File: src/rtl/xu_byp_xer_if.sv
// Bus between the decode/ALU/flush logic and the XER bypass/commit block.
interface xu_byp_xer_if #(
  parameter int THREADS = 2
);
  logic [THREADS-1:0]    dec_byp_ex1_vld;
  logic                  dec_byp_ex1_xer_wr;
  logic [9:0]            alu_byp_ex3_xer;
  logic [THREADS-1:0]    xu_byp_flush;
  logic [9:0]            byp_alu_ex2_xer;
  logic [10*THREADS-1:0] byp_xer_arch;
  logic [THREADS-1:0]    byp_xer_ex5_commit;

  modport master (
    output dec_byp_ex1_vld, dec_byp_ex1_xer_wr, alu_byp_ex3_xer, xu_byp_flush,
    input  byp_alu_ex2_xer, byp_xer_arch, byp_xer_ex5_commit
  );

  modport slave (
    input  dec_byp_ex1_vld, dec_byp_ex1_xer_wr, alu_byp_ex3_xer, xu_byp_flush,
    output byp_alu_ex2_xer, byp_xer_arch, byp_xer_ex5_commit
  );
endinterface

File: src/rtl/xu_byp_xer.sv
// Per-thread XER bypass for the ex2 ALU operand and ex5 commit into architected XER.
module xu_byp_xer #(
  parameter int THREADS = 2
) (
  input  logic        clk,
  input  logic        rst,
  xu_byp_xer_if.slave bus
);
  localparam int NS = 4;  // stage index 0..3 = ex2..ex5

  logic [NS-1:0]      vld_q, vld_d, wr_q, wr_d;
  logic [THREADS-1:0] tid_q [NS];
  logic [THREADS-1:0] tid_d [NS];
  logic [9:0]         ex4_data_q, ex4_data_d, ex5_data_q, ex5_data_d;
  logic [9:0]         arch_q [THREADS];
  logic [9:0]         arch_d [THREADS];
  logic [NS-1:0]      kill;
  logic               ex1_kill, commit;
  logic               hit3, hit4, hit5;
  logic [9:0]         arch_sel;

  always_comb begin
    for (int i = 0; i < NS; i++) begin
      kill[i] = |(tid_q[i] & bus.xu_byp_flush);
    end
    ex1_kill = |(bus.dec_byp_ex1_vld & bus.xu_byp_flush);
  end

  always_comb begin
    vld_d[0] = (|bus.dec_byp_ex1_vld) & ~ex1_kill;
    tid_d[0] = bus.dec_byp_ex1_vld;
    wr_d[0]  = bus.dec_byp_ex1_xer_wr;
    for (int i = 1; i < NS; i++) begin
      vld_d[i] = vld_q[i-1] & ~kill[i-1];
      tid_d[i] = tid_q[i-1];
      wr_d[i]  = wr_q[i-1];
    end
    ex4_data_d = bus.alu_byp_ex3_xer;
    ex5_data_d = ex4_data_q;
    commit     = vld_q[3] & wr_q[3] & ~kill[3];
    for (int t = 0; t < THREADS; t++) begin
      arch_d[t] = (commit && tid_q[3][t]) ? ex5_data_q : arch_q[t];
    end
  end

  always_ff @(posedge clk) begin
    if (rst) begin
      vld_q      <= '0;
      wr_q       <= '0;
      ex4_data_q <= '0;
      ex5_data_q <= '0;
      for (int i = 0; i < NS; i++) tid_q[i] <= '0;
      for (int t = 0; t < THREADS; t++) arch_q[t] <= '0;
    end else begin
      vld_q      <= vld_d;
      wr_q       <= wr_d;
      ex4_data_q <= ex4_data_d;
      ex5_data_q <= ex5_data_d;
      for (int i = 0; i < NS; i++) tid_q[i] <= tid_d[i];
      for (int t = 0; t < THREADS; t++) arch_q[t] <= arch_d[t];
    end
  end

  // A commit suppressed by reset must not be reported either.
  always_comb begin
    bus.byp_xer_ex5_commit = {THREADS{commit & ~rst}} & tid_q[3];
    bus.byp_xer_arch       = '0;
    for (int t = 0; t < THREADS; t++) begin
      bus.byp_xer_arch[10*t +: 10] = arch_q[t];
    end
  end

  // Bypass ignores flush: a flushed source can only feed a flushed reader.
  always_comb begin
    hit3     = vld_q[1] & wr_q[1] & (|(tid_q[1] & tid_q[0]));
    hit4     = vld_q[2] & wr_q[2] & (|(tid_q[2] & tid_q[0]));
    hit5     = vld_q[3] & wr_q[3] & (|(tid_q[3] & tid_q[0]));
    arch_sel = arch_q[0];
    for (int t = 0; t < THREADS; t++) begin
      if (tid_q[0][t]) arch_sel = arch_q[t];
    end
    if (!vld_q[0])  bus.byp_alu_ex2_xer = arch_q[0];
    else if (hit3)  bus.byp_alu_ex2_xer = bus.alu_byp_ex3_xer;
    else if (hit4)  bus.byp_alu_ex2_xer = ex4_data_q;
    else if (hit5)  bus.byp_alu_ex2_xer = ex5_data_q;
    else            bus.byp_alu_ex2_xer = arch_sel;
  end
endmodule
File: src/flat_wrapper.sv
// flat-port wrapper written by rule: the top's interface ports become plain ports
module xu_byp_xer_flat 
#(
  parameter int THREADS = 2
)
  (clk, rst, bus_dec_byp_ex1_vld, bus_dec_byp_ex1_xer_wr, bus_alu_byp_ex3_xer, bus_xu_byp_flush, bus_byp_alu_ex2_xer, bus_byp_xer_arch, bus_byp_xer_ex5_commit);
  xu_byp_xer_if #(.THREADS(THREADS)) bus_i ();
  input  logic clk;
  input  logic rst;
  input wire logic [$bits(bus_i.dec_byp_ex1_vld)-1:0] bus_dec_byp_ex1_vld;
  input wire logic [$bits(bus_i.dec_byp_ex1_xer_wr)-1:0] bus_dec_byp_ex1_xer_wr;
  input wire logic [$bits(bus_i.alu_byp_ex3_xer)-1:0] bus_alu_byp_ex3_xer;
  input wire logic [$bits(bus_i.xu_byp_flush)-1:0] bus_xu_byp_flush;
  output wire logic [$bits(bus_i.byp_alu_ex2_xer)-1:0] bus_byp_alu_ex2_xer;
  output wire logic [$bits(bus_i.byp_xer_arch)-1:0] bus_byp_xer_arch;
  output wire logic [$bits(bus_i.byp_xer_ex5_commit)-1:0] bus_byp_xer_ex5_commit;
  assign bus_i.dec_byp_ex1_vld = bus_dec_byp_ex1_vld;
  assign bus_i.dec_byp_ex1_xer_wr = bus_dec_byp_ex1_xer_wr;
  assign bus_i.alu_byp_ex3_xer = bus_alu_byp_ex3_xer;
  assign bus_i.xu_byp_flush = bus_xu_byp_flush;
  assign bus_byp_alu_ex2_xer = bus_i.byp_alu_ex2_xer;
  assign bus_byp_xer_arch = bus_i.byp_xer_arch;
  assign bus_byp_xer_ex5_commit = bus_i.byp_xer_ex5_commit;
  xu_byp_xer #(.THREADS(THREADS)) u_core (.clk(clk), .rst(rst), .bus(bus_i));
endmodule
File: config.mk
export PLATFORM = sky130hd
export DESIGN_NAME = xu_byp_xer_flat
export DESIGN_NICKNAME = d
export VERILOG_FILES = /design/src/rtl/xu_byp_xer_if.sv /design/src/rtl/xu_byp_xer.sv /design/src/flat_wrapper.sv
export SDC_FILE = /design/constraint.sdc
export NUM_CORES = 1
export LEC_CHECK = 0
export ABC_AREA = 1
export CORE_ASPECT_RATIO = 2
export CORE_MARGIN = 10
export CORE_UTILIZATION = 52
export DETAILED_ROUTE_END_ITERATION = 7
export PLACE_DENSITY = 0.8
export SETUP_SLACK_MARGIN = 0.2
export SYNTH_ARGS = -nofsm -noshare
export SYNTH_HDL_FRONTEND = slang
export SYNTH_SLANG_ARGS = --single-unit
File: constraint.sdc
create_clock -name clk -period 1.55 [get_ports clk]
set_input_delay 0.31 -clock clk [delete_from_list [all_inputs] [get_ports clk]]
set_output_delay 0.31 -clock clk [all_outputs]
set_load 0.1 [all_outputs]
==> flow_metrics.py, run 1 <==
metrics = {
    "placed_design": {
        "place_area_um2": 3860,
        "dp_slack_ns": -0.261,
        "port_buffers": 48,
        "dpl.hpwl_um": 5860,
        "gp_congestion": 0.863,
    },
    "cts": {
        "cts-htree-levels": 2,
        "clk_latency_ns": 0.32,
        "cts.sinks": 56,
        "ctsLongestPathBuffers": 2,
        "tritoncts": "yes",
        "path_clk_slew_ns": 0.10,
        "hold_buffers": 0,
        "cts_root_buf": "clkbuf_8",
        "cts_buffers": 5,
    },
    "pwr": {
        "p_total_mw": 2.71,
        "max-vdd-ir-drop_mv": 0.997,
        "p_leak_nw": 2.06,
        "power_density_nw_per_um2": 631,
    },
    "timing": {
        "slew_viol_final": 0,
        "finalSetupTns_ns": -4.37,
        "setup_viol": 12,
        "worstMarginPinSlew_ns": 0.342,
        "setup_slack_ns": -0.467,
        "relSlewSlack_pct": 77.2,
        "hold_viol": 0,
        "fin_crit_ns": 2.02,
        "fin_crit_sh_pct": 130,
        "rsz0062_at_grt": "true",
        "fmax_ghz": 0.496,
        "skew_ns": 0.0166,
    },
    "critical_path": {
        "critPathArrivalTime_ns": 1.71,
        "path_cells": "nand2_1 -> nand2_2 -> nand2_2 -> buf_6 -> o21ai_1 -> inv_1 -> nand2_2 -> nand2_8 -> buf_12",
        "cpPeakStageDelay_ns": 0.41,
        "cpMaxStageDelayCell": "dfxtp_4",
        "setup.worst_path.class": "flip-flop to primary output",
        "cpMostUsedCell": "nand2_2",
        "worst_setup_path_start_kind": "flip-flop",
        "worst-path-max-fanout": 8,
        "critPathRequiredTime_ns": 1.24,
        "endpoint_kind": "primary output",
    },
    "routing": {
        "drc_errors": 0,
        "viasPerCell": 5.56,
        "wl_per_cell_um": 17.9,
        "wirelength_um": 9580,
        "vias": 2971,
        "first_pass_iters": 7,
        "drtAntennaViolNets": 0,
        "drt_iter0_drc": 322,
    },
    "cells_and_area": {
        "n_antenna_cell": 0,
        "regArea_um2": 1210,
        "synthToLayoutAreaGrowth_pct": 64.0,
        "final_cell_area_um2": 4290,
        "final_util_pct": 88.2,
        "layout-drive-gt1-share_pct": 37.9,
        "fin_nets": 493,
        "multi_input_area_um2": 1420,
        "num-fill-cells": 236,
    },
    "grt": {
        "grt_pass1_wl_um": 13900,
        "grt_pass1_vias": 3039,
        "groute.usage.overall_pct": 19.9,
        "grt_overflow": 0,
        "antenna_found_initial": 0,
        "grt_max_degree": 24,
    },
    "synthesis": {
        "yosysWarnings": 0,
        "synth_seq_cells": 56,
        "yosys-top-cells-area": "dfxtp_1, nand2_1, inv_1",
        "mappedNetlistNets": 423,
        "synthDistinctLibCells": 18,
        "ys.flop_type": "dfxtp_1",
        "synthAdderAreaFrac_pct": 0,
        "synth_xor_area_share_pct": 0,
        "seq_area_frac_synth_pct": 42.8,
        "yosysMostFrequentCell": "nand2_1",
        "synth-simple-area-share_pct": 30.5,
        "synth_area_per_cell_um2": 6.45,
        "synth.mux.area_fraction_pct": 0,
        "synth_top_area_share_pct": 42.8,
        "synthArstFlopShare_pct": 0,
        "synth-edff-count": 0,
        "syn-cell-area_um2": 2620,
        "synth_common_cells": "nand2_1, inv_1, dfxtp_1",
        "synthCells": 406,
        "synth_top_cell_by_area": "dfxtp_1",
        "synth_top_family_by_area": "simple AND/OR/NAND/NOR gates",
        "synth_compound_gate_area_share_pct": 8.99,
    },
    "status": {
        "violations": "negative setup slack",
        "outcome": "finished with violations",
    },
    "floorplan": {
        "fp.dieH_um": 120,
        "core-area_um2": 4860,
        "start_util_pct": 53.8,
        "dieArea_um2": 8440,
        "rows": 36,
        "top_level_ports": 49,
        "die_w_um": 70.2,
    },
    "run": {
        "maxCapViolations": 0,
    },
    "hold_path": {
        "hold_path.class": "flip-flop to flip-flop",
    },
}
==> registers in the layout (all words and copies together) (netlist names) <==
signal,cells
u_core.ex4_data_q,10
u_core.arch_q,20
u_core.tid_q,8
u_core.wr_q,4
u_core.ex5_data_q,10
u_core.vld_q,4
==> worst max-delay path: cells and delay by family, from the launching register on <==
| kind | cells | cell delay, ns |
|---|---|---|
| DFF | 1 | 0.41 |
| and+or+nand+nor | 5 | 0.40 |
| buffers and inverters | 3 | 0.39 |
| AOI/OAI and AO/OA | 1 | 0.19 |
==> path summary, 6_finish.rpt <==
path                         from                     end  slack [ns]  cells after the start
max            u_core.tid_q[0][1]  bus_byp_alu_ex2_xer[6]       -0.47                      9
min          u_core.ex4_data_q[4]    u_core.ex5_data_q[4]        0.43                      2
max reg2reg        u_core.wr_q[3]     u_core.arch_q[0][2]        0.15                      8
min reg2reg  u_core.ex4_data_q[4]    u_core.ex5_data_q[4]        0.43                      2
==> per-layer routing <==
| layer | vias up | routed length [um] | GRT usage (%) | share of wire (%) |
|---|---|---|---|---|
| li1 | 1348 | - | - | - |
| met1 | 1392 | 3100 | 17.3 | 32 |
| met2 | 166 | 5130 | 37.6 | 54 |
| met3 | 65 | 709 | 5.73 | 7.4 |
| met4 | 0 | 640 | 13.8 | 6.7 |
| met5 | - | 0 | 0 | 0 |
==> report_power, final <==
| group | internal (mW) | total [mW] | switching, mW |
|---|---|---|---|
| logic | 0.108 | 0.251 | 0.142 |
| clock network | 0.479 | 0.978 | 0.499 |
| registers | 1.44 | 1.48 | 0.0364 |
==> area by class of cell <==
| cell class | count | area share, % |
|---|---|---|
| sequential | 56 | 28.2 |
| multi-input combinational | 243 | 33.1 |
| tap | 57 | 1.66 |
| clock buffer | 5 | 1.60 |
| timing repair buffer | 82 | 26.5 |
| inverter | 88 | 7.93 |
| clock inverter | 3 | 0.991 |
==> cells in the final DEF (no fill, tap or decap), types with 2 or more instances in the layout <==
cell             Yosys  layout
a21oi_1             20      15
a21oi_2              0       5
a221oi_1             4       4
buf_12               0      34
buf_4                4      17
buf_6                5      14
clkbuf_8             0       5
clkdlybuf4s50_1      0      14
dfxtp_1             56      29
dfxtp_2              0       5
dfxtp_4              0      22
dlygate4sd2_1        0       2
inv_1               86      75
inv_2                0      10
nand2_1            108      74
nand2_2              5      20
nand2_4              0       9
nand2_8              0      10
nand3_1             30      26
nand3_2              0       4
nor2_1              55      50
nor2_2               1       3
nor2_4               0       3
o21ai_1             19       6
o21ai_2              0      14
==> metrics by stage <==
step	std cells	hold WS, ns
global route	534	0.451
finish	534	0.430
CTS	534	0.429
floorplan	406	0.388
detailed placement	522	0.416
global placement	522	0.399
==> logic make-up after synthesis <==
logic type	after synthesis
simple gates	199
flops	56
compound gates	44
buf+inv	107
==> what timing repair did <==
item                                    in CTS  in global routing
gates resized for setup                     47                 45
pin swaps                                   10                  9
cloned                                       3                  0
buffers inserted                             1                  0
endpoints found under the setup margin      32                 32
(Power assumes the default switching activity.)
==> run 2: changes to the inputs <==
GPL_ROUTABILITY_DRIVEN = 0   (was not set)
==> results of run 2 <==
The final DEF is identical to that of run 1; final timing and power are the same.
